### config.mk
export PLATFORM = sky130hd
export DESIGN_NAME = ieee754_to_u16
export DESIGN_NICKNAME = d
export VERILOG_FILES = /design/src/rtl/ieee754_conv_pkg.sv /design/src/rtl/fp32_unpack.sv /design/src/rtl/ieee754_to_u16.sv
export SDC_FILE = /design/constraint.sdc
export NUM_CORES = 1
export LEC_CHECK = 0
export CORE_ASPECT_RATIO = 0.9
export CORE_MARGIN = 2
export CORE_UTILIZATION = 45
export DETAILED_ROUTE_END_ITERATION = 12
export GPL_ROUTABILITY_DRIVEN = 0
export PLACE_DENSITY = 0.7
export REMOVE_ABC_BUFFERS = 1
export SYNTH_ARGS = -nofsm -noshare
export SYNTH_HDL_FRONTEND = slang
export SYNTH_SLANG_ARGS = --single-unit
### constraint.sdc
create_clock -name clk_100k -period 5.59 [get_ports clk_100k]
set_input_delay 1.3975 -clock clk_100k [delete_from_list [all_inputs] [get_ports clk_100k]]
set_output_delay 1.3975 -clock clk_100k [all_outputs]
set_load 0.02 [all_outputs]
### src/rtl/ieee754_conv_pkg.sv
// Shared definitions for the float-to-unsigned conversion block.
//   - conv_state_e : conversion FSM states (also exported on the debug port)
//   - FP32 field widths and exponent bias
//   - bit positions inside the 3-bit {nan, neg, ovf} flag vector
package ieee754_conv_pkg;

  localparam int FP32_BIAS = 127;
  localparam int EXP_W     = 8;
  localparam int MANT_W    = 23;
  localparam int SIG_W     = MANT_W + 1;  // significand with hidden one

  localparam int FLAG_NAN  = 2;
  localparam int FLAG_NEG  = 1;
  localparam int FLAG_OVF  = 0;

  typedef enum logic [2:0] {
    ST_IDLE   = 3'd0,
    ST_UNPACK = 3'd1,
    ST_SHIFT  = 3'd2,
    ST_ROUND  = 3'd3,
    ST_DONE   = 3'd4
  } conv_state_e;

endpackage

### src/rtl/fp32_unpack.sv
// Combinational split of an IEEE 754 single-precision word and operand
// class decode.
// Ports:
//   fp_i      : 32-bit operand
//   sign_o    : sign bit
//   is_zero_o : exponent field is 0 (zero or denormal)
//   is_nan_o  : exponent all-ones with nonzero mantissa
//   is_inf_o  : exponent all-ones with zero mantissa
//   e_o       : unbiased exponent (exp - 127), signed
//   sig_o     : {1, mantissa}, 24 bits
module fp32_unpack
  import ieee754_conv_pkg::*;
(
  input  logic [31:0]       fp_i,
  output logic              sign_o,
  output logic              is_zero_o,
  output logic              is_nan_o,
  output logic              is_inf_o,
  output logic signed [9:0] e_o,
  output logic [SIG_W-1:0]  sig_o
);

  logic [EXP_W-1:0]  exp_f;
  logic [MANT_W-1:0] mant_f;

  assign sign_o    = fp_i[31];
  assign exp_f     = fp_i[30:23];
  assign mant_f    = fp_i[22:0];

  assign is_zero_o = (exp_f == '0);
  assign is_nan_o  = (exp_f == '1) && (mant_f != '0);
  assign is_inf_o  = (exp_f == '1) && (mant_f == '0);
  assign e_o       = $signed({2'b00, exp_f}) - 10'(FP32_BIAS);
  assign sig_o     = {1'b1, mant_f};

endmodule

### src/rtl/ieee754_to_u16.sv
// Multi-cycle IEEE 754 single-precision to unsigned integer converter.
// The significand is shifted right one bit per cycle, so latency depends
// on the exponent (s+3 cycles from accept to out_valid on the shift path,
// 2 cycles for operands decided in UNPACK).
// Ports:
//   clk_100k, reset_n     : clock, asynchronous active-low reset
//   in_valid/in_ready     : operand handshake; in_ready only in IDLE
//   in_float              : 32-bit float operand
//   out_valid/out_ready   : result handshake; result held until accepted
//   out_u                 : OUT_W-bit unsigned result
//   out_flags             : {nan, neg, ovf}
//   dbg_state             : current FSM state
// Handshake rule: a transfer happens on a rising edge where valid && ready
// are both high; valid, once raised, stays high with stable data until
// that edge.
// Build option: ROUND_NEAREST_EN selects round-to-nearest-even; without
// it the result is truncated toward zero.
module ieee754_to_u16
  import ieee754_conv_pkg::*;
#(
  parameter int OUT_W = 16
) (
  input  logic             clk_100k,
  input  logic             reset_n,
  input  logic             in_valid,
  output logic             in_ready,
  input  logic [31:0]      in_float,
  output logic             out_valid,
  input  logic             out_ready,
  output logic [OUT_W-1:0] out_u,
  output logic [2:0]       out_flags,
  output conv_state_e      dbg_state
);

  localparam logic signed [9:0] OUT_W_S = 10'(OUT_W);
  localparam logic signed [9:0] E_MIN   = -10'sd1;

  conv_state_e       state_q, state_d;
  logic [31:0]       op_q, op_d;
  logic [SIG_W-1:0]  sig_q, sig_d;
  logic [4:0]        cnt_q, cnt_d;
  logic              guard_q, guard_d;
  logic              sticky_q, sticky_d;
  logic              in_ready_q, in_ready_d;
  logic              out_valid_q, out_valid_d;
  logic [OUT_W-1:0]  out_u_q, out_u_d;
  logic [2:0]        flags_q, flags_d;

  logic              up_sign, up_zero, up_nan, up_inf;
  logic signed [9:0] up_e;
  logic [SIG_W-1:0]  up_sig;
  logic signed [9:0] shift_amt;
  logic              round_inc;
  logic [OUT_W:0]    round_sum;

  fp32_unpack u_unpack (
    .fp_i      (op_q),
    .sign_o    (up_sign),
    .is_zero_o (up_zero),
    .is_nan_o  (up_nan),
    .is_inf_o  (up_inf),
    .e_o       (up_e),
    .sig_o     (up_sig)
  );

  // Only evaluated for e in -1..OUT_W-1, so the amount is 24 down to
  // 24-OUT_W and always fits the 5-bit counter.
  assign shift_amt = 10'sd23 - up_e;

`ifdef ROUND_NEAREST_EN
  // Ties go to the even neighbour: a bare half only rounds up when the
  // retained lsb is odd.
  assign round_inc = guard_q & (sticky_q | sig_q[0]);
`else
  assign round_inc = 1'b0;
`endif

  // After the shift the retained value is below 2^OUT_W, so the upper
  // significand bits are zero and only a rounding carry can overflow.
  assign round_sum = {1'b0, sig_q[OUT_W-1:0]} + (OUT_W+1)'(round_inc);

  always_comb begin
    state_d     = state_q;
    op_d        = op_q;
    sig_d       = sig_q;
    cnt_d       = cnt_q;
    guard_d     = guard_q;
    sticky_d    = sticky_q;
    in_ready_d  = in_ready_q;
    out_valid_d = out_valid_q;
    out_u_d     = out_u_q;
    flags_d     = flags_q;

    unique case (state_q)
      ST_IDLE: begin
        in_ready_d = 1'b1;
        if (in_valid && in_ready_q) begin
          op_d       = in_float;
          in_ready_d = 1'b0;
          state_d    = ST_UNPACK;
        end
      end

      ST_UNPACK: begin
        sig_d    = up_sig;
        guard_d  = 1'b0;
        sticky_d = 1'b0;
        out_u_d  = '0;
        flags_d  = '0;
        state_d  = ST_DONE;
        // Class priority: NaN, zero/denormal (so -0.0 is flag-free),
        // negative, overflow, underflow; anything left is shifted.
        if (up_nan) begin
          flags_d[FLAG_NAN] = 1'b1;
        end else if (up_zero) begin
          flags_d = '0;
        end else if (up_sign) begin
          flags_d[FLAG_NEG] = 1'b1;
        end else if (up_inf || (up_e >= OUT_W_S)) begin
          out_u_d           = '1;
          flags_d[FLAG_OVF] = 1'b1;
        end else if (up_e < E_MIN) begin
          flags_d = '0;
        end else begin
          cnt_d   = shift_amt[4:0];
          state_d = ST_SHIFT;
        end
      end

      ST_SHIFT: begin
        sig_d    = sig_q >> 1;
        guard_d  = sig_q[0];
        sticky_d = sticky_q | guard_q;
        cnt_d    = cnt_q - 5'd1;
        if (cnt_q == 5'd1) begin
          state_d = ST_ROUND;
        end
      end

      ST_ROUND: begin
        flags_d = '0;
        if (round_sum[OUT_W]) begin
          out_u_d           = '1;
          flags_d[FLAG_OVF] = 1'b1;
        end else begin
          out_u_d = round_sum[OUT_W-1:0];
        end
        state_d = ST_DONE;
      end

      ST_DONE: begin
        // First DONE cycle raises out_valid; the result was loaded on
        // entry, so it is already stable when valid appears.
        if (!out_valid_q) begin
          out_valid_d = 1'b1;
        end else if (out_ready) begin
          out_valid_d = 1'b0;
          in_ready_d  = 1'b1;
          state_d     = ST_IDLE;
        end
      end

      default: begin
        state_d = ST_IDLE;
      end
    endcase
  end

  always_ff @(posedge clk_100k or negedge reset_n) begin
    if (!reset_n) begin
      state_q     <= ST_IDLE;
      op_q        <= '0;
      sig_q       <= '0;
      cnt_q       <= '0;
      guard_q     <= 1'b0;
      sticky_q    <= 1'b0;
      in_ready_q  <= 1'b0;
      out_valid_q <= 1'b0;
      out_u_q     <= '0;
      flags_q     <= '0;
    end else begin
      state_q     <= state_d;
      op_q        <= op_d;
      sig_q       <= sig_d;
      cnt_q       <= cnt_d;
      guard_q     <= guard_d;
      sticky_q    <= sticky_d;
      in_ready_q  <= in_ready_d;
      out_valid_q <= out_valid_d;
      out_u_q     <= out_u_d;
      flags_q     <= flags_d;
    end
  end

  assign in_ready  = in_ready_q;
  assign out_valid = out_valid_q;
  assign out_u     = out_u_q;
  assign out_flags = flags_q;
  assign dbg_state = state_q;

endmodule
== After elaboration in Yosys (flattened, before gate mapping) ==
Cells that the tools add are included.

* Word-level logic and storage cells: 78
* Output and inout bits: 24
* Input port bits: 36
* Register bits after elaboration: 85

* Equal/unequal tests: 15
* Reductions and logical operators: 15
* $add $sub $neg: 3
* Order comparisons: 2
* Muxes and demuxes: 35

{| class="wikitable"
|+ Operators with widths
! operator !! number
|-
| two-way mux 16 bit || 4
|-
| one-hot mux 24 bit (2 select lines) || 1
|-
| one-hot mux 16 bit (2 select lines) || 1
|-
| two-way mux 3 bit || 9
|-
| two-way mux 5 bit || 5
|-
| logical NOT 23 bit || 1
|-
| nonzero test 23 bit || 1
|-
| != test 2 bit (second input constant) || 9
|-
| one-hot mux 3 bit (5 select lines) || 1
|-
| one-hot mux 5 bit (2 select lines) || 1
|-
| >= comparator 9 x 6 -> 1 bit (second input constant) || 1
|-
| < comparator 9 x 1 -> 1 bit (second input constant) || 1
|-
| two-way mux 1 bit || 9
|-
| subtractor 8 x 7 -> 9 bit (second input constant) || 1
|-
| == test 8 bit (second input constant) || 1
|-
| logical NOT 8 bit || 1
|-
| == test 3 x 2 -> 1 bit (second input constant) || 2
|-
| one-hot mux 3 bit (2 select lines) || 1
|-
| AND reduction 6 bit || 1
|-
| nonzero test 2 bit || 3
|-
| == test 5 x 1 -> 1 bit (second input constant) || 1
|-
| subtractor 5 x 1 -> 5 bit (second input constant) || 1
|-
| subtractor 5 bit (first input constant) || 1
|-
| two-way mux 2 bit || 2
|-
| 9 further kinds || 11
|}

== Longest topological paths before layout ==
Gate-level depths: netlist of the first run.

* Depth after elaboration: 8
* Mapped depth: 13
* Depth with buffers taken out: 10

== Cells and area by module ==
From an unflattened synthesis of the first run, not the netlist that was laid out.

* Cell total of the unflattened synthesis: 399
* Area, all modules: 4189.0 um^2

{| class="wikitable"
|+ By module, submodules not included
! module !! area an instance (um^2) !! seq. area each (um^2) !! cells an instance !! times used
|-
| ieee754_to_u16 || 3763.6 || 2127.0 || 337 || 1
|-
| fp32_unpack || 425.4 || 0.0 || 62 || 1
|}

== Worst setup path before layout of the first run ==
No wires, ideal clock.

* Kind: in2reg
* Start point: in in_valid
* End point: reg op_q[13]
* Arrival time: 2447 ps
* Setup time: 125 ps
* Buffers on the path: 1
* Required time: 5465 ps
* Cell stages on the path: 4
* Setup slack: 3018 ps
* Path through: nand2_1 > nor4_4 > buf_2 > mux2_2

* Longest elaborated chain between the ends: 2

{| class="wikitable"
|+ RTL lines
! element !! RTL line !! RTL
|-
| start, declared || ieee754_to_u16.sv:25 || <nowiki>input logic in_valid,</nowiki>
|-
| logical AND 1 bit || ieee754_to_u16.sv:97 || <nowiki>if (in_valid && in_ready_q) begin</nowiki>
|-
| AND reduction 2 bit (no source line) || n/a ||
|-
| end signal, assigned || ieee754_to_u16.sv:183 || <nowiki>op_q <= op_d;</nowiki>
|-
| end, declared || ieee754_to_u16.sv:39 || <nowiki>logic [31:0] op_q, op_d;</nowiki>
|}

Every way passes these cells.
A chain may end at the register's enable or synchronous reset.

== Worst setup path after layout of the first run ==
* Start point: in in_valid
* End point: reg op_q[20]

The elaborated chain is that of the path after synthesis.

==> results of run 1 <==
stage by stage:
stage | cell area [um^2] | utilization (%) | cells
after global placement | 4614 | 53.86 | 528
after CTS | 4795 | 55.96 | 543
after detailed placement | 4614 | 53.86 | 528
after floorplan | 3840 | - | 345
final | 4795 | 55.96 | 543
after global routing | 4795 | 55.96 | 543
flip-flops by register name, indices dropped and copies added (netlist names):
register	count
cnt_q	5
dbg_state	3
in_ready	1
op_q	32
out_flags	3
out_u	16
out_valid	1
sig_q	24
power groups by stage:
stage          Combinational (mW)  Sequential, mW  Clock [mW]
2_1_floorplan               0.716            1.20           0
3_3_place_gp                 1.11            1.16           0
3_5_place_dp                 1.15            1.18           0
4_1_cts                      1.15            1.16       0.428
5_1_grt                      1.29            1.21       0.450
6_report                     1.14            1.16       0.413
cell families after synthesis:
group                      count (synthesis)  share of synthesized area [%]
adders and majority gates                  7                          2.205
DFF                                       85                          53.56
buffers and inverters                     31                          3.969
muxes                                     52                          14.02
AOI/OAI and AO/OA                         67                          11.69
xor gates and xnor gates                   3                         0.6617
and+or+nand+nor                          124                          13.89
layer usage:
layer	global-route usage (%)	routed length (um)	vias to the layer above
li1	-	-	1390
met1	25.60	3765	1351
met2	27.98	3603	58
met3	5.157	354	10
met4	5.811	153	0
met5	0	0	-
cell usage in the layout, fill, tap and decap left out, types with 2 or more instances in the layout:
cell,n
nand3_1,10
clkbuf_8,9
dfrtp_1,85
inv_1,7
buf_4,6
ha_1,7
or2_1,2
o211ai_2,9
o21ai_1,8
xnor2_1,3
o211ai_1,9
mux2_2,26
nor3_1,6
mux2_1,3
clkdlybuf4s50_1,58
mux2i_1,23
a31oi_1,2
a21oi_1,5
o31ai_1,2
nand2_1,83
clkinv_2,3
nor2_1,8
o21ai_0,25
nor4_1,6
worst max-delay path by stage:
| stage | slack, ns | endpoint | start |
|---|---|---|---|
| final | 2.29 | op_q[20]$_DFFE_PN0P_ | in_valid |
| after global placement | 1.93 | op_q[26]$_DFFE_PN0P_ | in_valid |
| after detailed placement | 1.90 | op_q[22]$_DFFE_PN0P_ | in_valid |
| after CTS | 2.27 | op_q[22]$_DFFE_PN0P_ | in_valid |
| after floorplan | 2.46 | op_q[0]$_DFFE_PN0P_ | in_valid |
| after global routing | 2.14 | op_q[22]$_DFFE_PN0P_ | in_valid |
cell type report:
class	count	area [um^2]	share of cell area (%)
Inverter	7	26.28	0.5480
Clock inverter	5	52.55	1.096
Sequential cell	85	2127	44.36
Timing Repair Buffer	64	625.6	13.05
Tap cell	119	148.9	3.105
Clock buffer	10	127.6	2.662
Multi-Input combinational cell	253	1687	35.18
worst min-delay path, cell delays in order, from the launching register on:
cell     delay, ns
dfrtp_1       0.35
nand2_1       0.05
o21ai_0       0.06
==> metrics.txt, run 1 <==
status finished, final reports clean; worst path cell trace clkdlybuf4s50_1 > nand2_1 > nor4_4 > buf_4 > mux2_2; Psw 1.051 mW; critical path data arrival time 3.53 ns; Final WS setup 2.294 ns; Post-synth top cells dfrtp_1, nand2_1, mux2_2; clock-pin slew on the worst setup and hold paths 0.08 ns; fin crit period 3.296 ns; Final Hold Fails 0; total clock sinks 85; sw frac 38.73%; GRT overflow 0; via count 2809; vias per cell 5.173; PostCTS Resize Cnt 0; Clock Skews 0.01131 ns; post-synth cell types 43; Area contributors post-synth dfrtp_1, nand2_1, mux2_2; Clock Power Share 15.2%; number of synthesized register bits 85; Worst Hold Class reg2reg; pre-CTS WS 1.898 ns; Root Driver clkbuf_8; VDD IR max 0.2429 mV; number of synthesized flops with an enable pin 0; CTS H-tree depth 3; Max clock buf depth 2; Total Power 2.714 mW; Relative slew margins 28.29%; crit share post-route 58.95%; chip width 103.0 um; Skew-Pair Late Insertion Delay 0.36 ns; pwr/cell area 566.0 nW/um^2; Flop pwr share 42.8%; RR Endpoint out_u[6]$_DFFE_PN0P_; Post-synth ARST share 100.0%; Critical Path Max Stage Delay 0.81 ns; critical hold path startpoint sig_q[17]$_DFFE_PN0P_; Setup crit start kind input port; Hold EP sig_q[16]$_DFFE_PN0P_; largest net degree at the start of global routing 86; P&R area growth vs syn 20.73%; global-route usage over all layers 18.42%; I/O pins 60; CTS Buf Count 9; Post-CTS Setup Bufs 0; final setup vio count 0; max cap viols 0; synth warn 0; CORE AREA 8568 um^2; Post-CTS Hold Fix Bufs 0; area leader, netlist dfrtp_1; LEAKAGE 2.098 nW; critical path peak fanout 20; unrepaired setup endpoints after global routing false; Die Span Y 93.12 um; antenna violations before repair 0; crit end category flop; WS Path Type in2reg; Slowest-stage cell, CP nor4_4; # fillers 792; Mapped Avg Cell Area 10.76 um^2; row count 32; vias in the first global route 2799; hold_ws 0.4797 ns; worst r2r path cells 10; worst reg2reg setup slack 2.52 ns; setup TNS 0 ns; Slew Limit Fails 0; DRC violations left 0; cell-internal power 1.663 mW; antenna-violating nets left 0; die area 9594 um^2; CTS tree built; ANT cells 0; routed length per instance 14.50 um; fraction of layout cells with a size suffix above 1 13.92%; 1st-pass router iterations 4; Worst-Margin Slew 1.068 ns; first-pass GRT wire length 13.60 mm; Mapped Area 3971 um^2; initial drt markers 149; Synth Flop Type dfrtp_1; worst path required time 5.83 ns; Comb power frac 41.9%; top-count cell post-synth dfrtp_1; Initial Utilization 46.35%; CP Depth 5; top-area cell type share of the netlist area 53.56%; Crit path max-delay family simple AND/OR/NAND/NOR gates; nets 463; R2R Path Start op_q[23]$_DFFE_PN0P_; PortBufs 59; cell count after synthesis 369; Hold Path Depth 2; Worst Path Buf+Inv 2; post-synthesis sequential area ratio 53.56%; DRT Wirelength 7.875 mm; Max Freq 0.3034 GHz; post-DP HPWL 5.383 mm
Note: power is estimated with default switching activity, not from simulation.
==> run 2: changes to the inputs <==
clock period = 3.1 ns   (was 5.59 ns; I/O delays follow)
==> run 2 against run 1 <==
  * Worst hold slack worse by 0.014 ns
  * Non-clock buffer count grew 4
  * Flip-flop and latch count unchanged
  * Sequential share of layout area is 0.47 points lower
==> metrics.txt, run 2 (synthesis results as in run 1) <==
Root Driver clkbuf_8; vias per cell 5.241 (+1.3%); critical path data arrival time 2.93 ns (-0.60 ns); Initial Utilization 46.35% (unchanged); pwr/cell area 1020 nW/um^2 (+80%); post-layout util 56.56% (+0.60 points); 1st-pass router iterations 4 (unchanged); antenna violations before repair 0 (unchanged); CORE AREA 8568 um^2 (unchanged); Post-CTS Setup Bufs 0 (unchanged); VDD IR max 0.4845 mV (+99%); Worst Hold Class in2async; fin crit period 2.683 ns; via count 2872 (+2.2%); LEAKAGE 2.126 nW (+1.4%); PostCTS Resize Cnt 0 (unchanged); crit end category flop; post-DP HPWL 5.667 mm (+5.3%); Max clock buf depth 2 (unchanged); Skew-Pair Late Insertion Delay 0.35 ns (about the same); global-route usage over all layers 18.11% (-0.31 points); status finished, final reports clean; nets 467 (+0.86%); Biggest register op_q; critical path peak fanout 11 (-45%); PortBufs 59 (unchanged); CTS Buf Count 9 (unchanged); row count 32 (unchanged); max FFs per register 32 (unchanged); Final WS setup 0.4169 ns (-1.878 ns); DRC violations left 0 (unchanged); Slew Limit Fails 0 (unchanged); post-route cell area 4846 um^2 (+1.1%); fraction of layout cells with a size suffix above 1 14.69% (+0.77 points); Setup crit start kind flop; chip width 103.0 um (unchanged); Die Span Y 93.12 um (unchanged); ANT cells 0 (unchanged); GRT overflow 0 (unchanged); Max Freq 0.3727 GHz; vias in the first global route 2870 (+2.5%); max cap viols 0 (unchanged); largest net degree at the start of global routing 53 (-38%); most frequent cells in the layout dfrtp_1, nand2_1, clkdlybuf4s50_1, mux2_2, o21ai_0; # fillers 767 (-3.2%); WS Path Type reg2reg; first-pass GRT wire length 13.46 mm (-1.1%); unrepaired setup endpoints after global routing false; clock-pin slew on the worst setup and hold paths 0.08 ns (about the same); initial drt markers 98 (-34%); DRT Wirelength 7.983 mm (+1.4%); Clock Skews 0.005594 ns (-0.005715 ns); crit share post-route 86.55%; worst path required time 3.35 ns (-2.48 ns); setup TNS 0 ns (unchanged); Area after DPL 4657 um^2 (+0.92%); CTS tree built; P&R area growth vs syn 22.02%; pre-CTS WS 0.1423 ns (-1.756 ns); I/O pins 60 (unchanged); most common cell after layout, fill and taps aside dfrtp_1; routed length per instance 14.57 um (+0.45%); die area 9594 um^2 (unchanged); total clock sinks 85 (unchanged); Worst-Margin Slew 0.6919 ns (-0.3756 ns); final setup vio count 0 (unchanged); Final Hold Fails 0 (unchanged); CTS H-tree depth 3 (unchanged); antenna-violating nets left 0 (unchanged); Relative slew margins 53.87% (+26 points); Post-CTS Hold Fix Bufs 0 (unchanged)
## run 2: changes by cell type in the layout (fill, tap and decap cells not counted), sizes merged
cell,before,now
clkbuf,10,12
clkinvlp,1,0
buf,6,10
## run 2: critical path, stage by stage (launching register included)
cell and delay, ns:
dfrtp_1 0.48, ha_1 0.31, nand3_1 0.12, xnor2_1 0.17, ha_1 0.23, a22o_1 0.22
a311oi_1 0.33, nand3_1 0.37, o311ai_1 0.34
## run 2: layout make-up
cell class                 count  area [um^2]  area share, %
clock buffer                  12        135.1          2.789
clock inverter                 4        48.80          1.007
inverter                       7        26.28         0.5422
multi-input combinational    253         1692          34.91
sequential                    85         2127          43.89
tap                          119        148.9          3.073
timing repair buffer          68        668.1          13.79
## run 2: per-layer routing
| layer | up-vias | track usage [%] | routed length (um) |
|---|---|---|---|
| met2 | 61 | 29.06 | 3703 |
| met4 | 0 | 4.386 | 96 |
| met5 | - | 0 | 0 |
| met3 | 8 | 5.531 | 362 |
| li1 | 1400 | - | - |
| met1 | 1403 | 24.05 | 3821 |
## run 2: report_power, final
group / internal, mW / total (mW) / leakage, nW / switching [mW]
Sequential: 1.65 / 2.14 / 1.04 / 0.493
Clock: 0.372 / 0.747 / 0.0943 / 0.375
Combinational: 1.01 / 2.06 / 0.996 / 1.05
Total: 3.03 / 4.94 / 2.13 / 1.92
## run 2: worst paths after layout
path                                            start                     to  slack [ns]  cells past startpoint
worst max-delay path             op_q[23]$_DFFE_PN0P_   cnt_q[0]$_DFFE_PN0P_        0.42                      8
worst min-delay path                          reset_n    op_q[3]$_DFFE_PN0P_        0.47                      1
worst max register to register   op_q[23]$_DFFE_PN0P_   cnt_q[0]$_DFFE_PN0P_        0.42                      8
worst min register to register  sig_q[23]$_DFFE_PN0P_  sig_q[23]$_DFFE_PN0P_        0.49                      2
max in group asynchronous                     reset_n  out_u[12]$_DFFE_PN0P_        2.02                      2
min in group clk_100k           sig_q[23]$_DFFE_PN0P_  sig_q[23]$_DFFE_PN0P_        0.49                      2
## run 2: stage by stage
stage	total power, mW	hold WS, ns	instances
6_report	4.944	0.4661	548
5_1_grt	5.339	0.5025	548
4_1_cts	4.986	0.4846	548
3_5_place_dp	4.232	0.4682	532
3_3_place_gp	4.148	0.4578	532
2_1_floorplan	3.457	0.4469	345
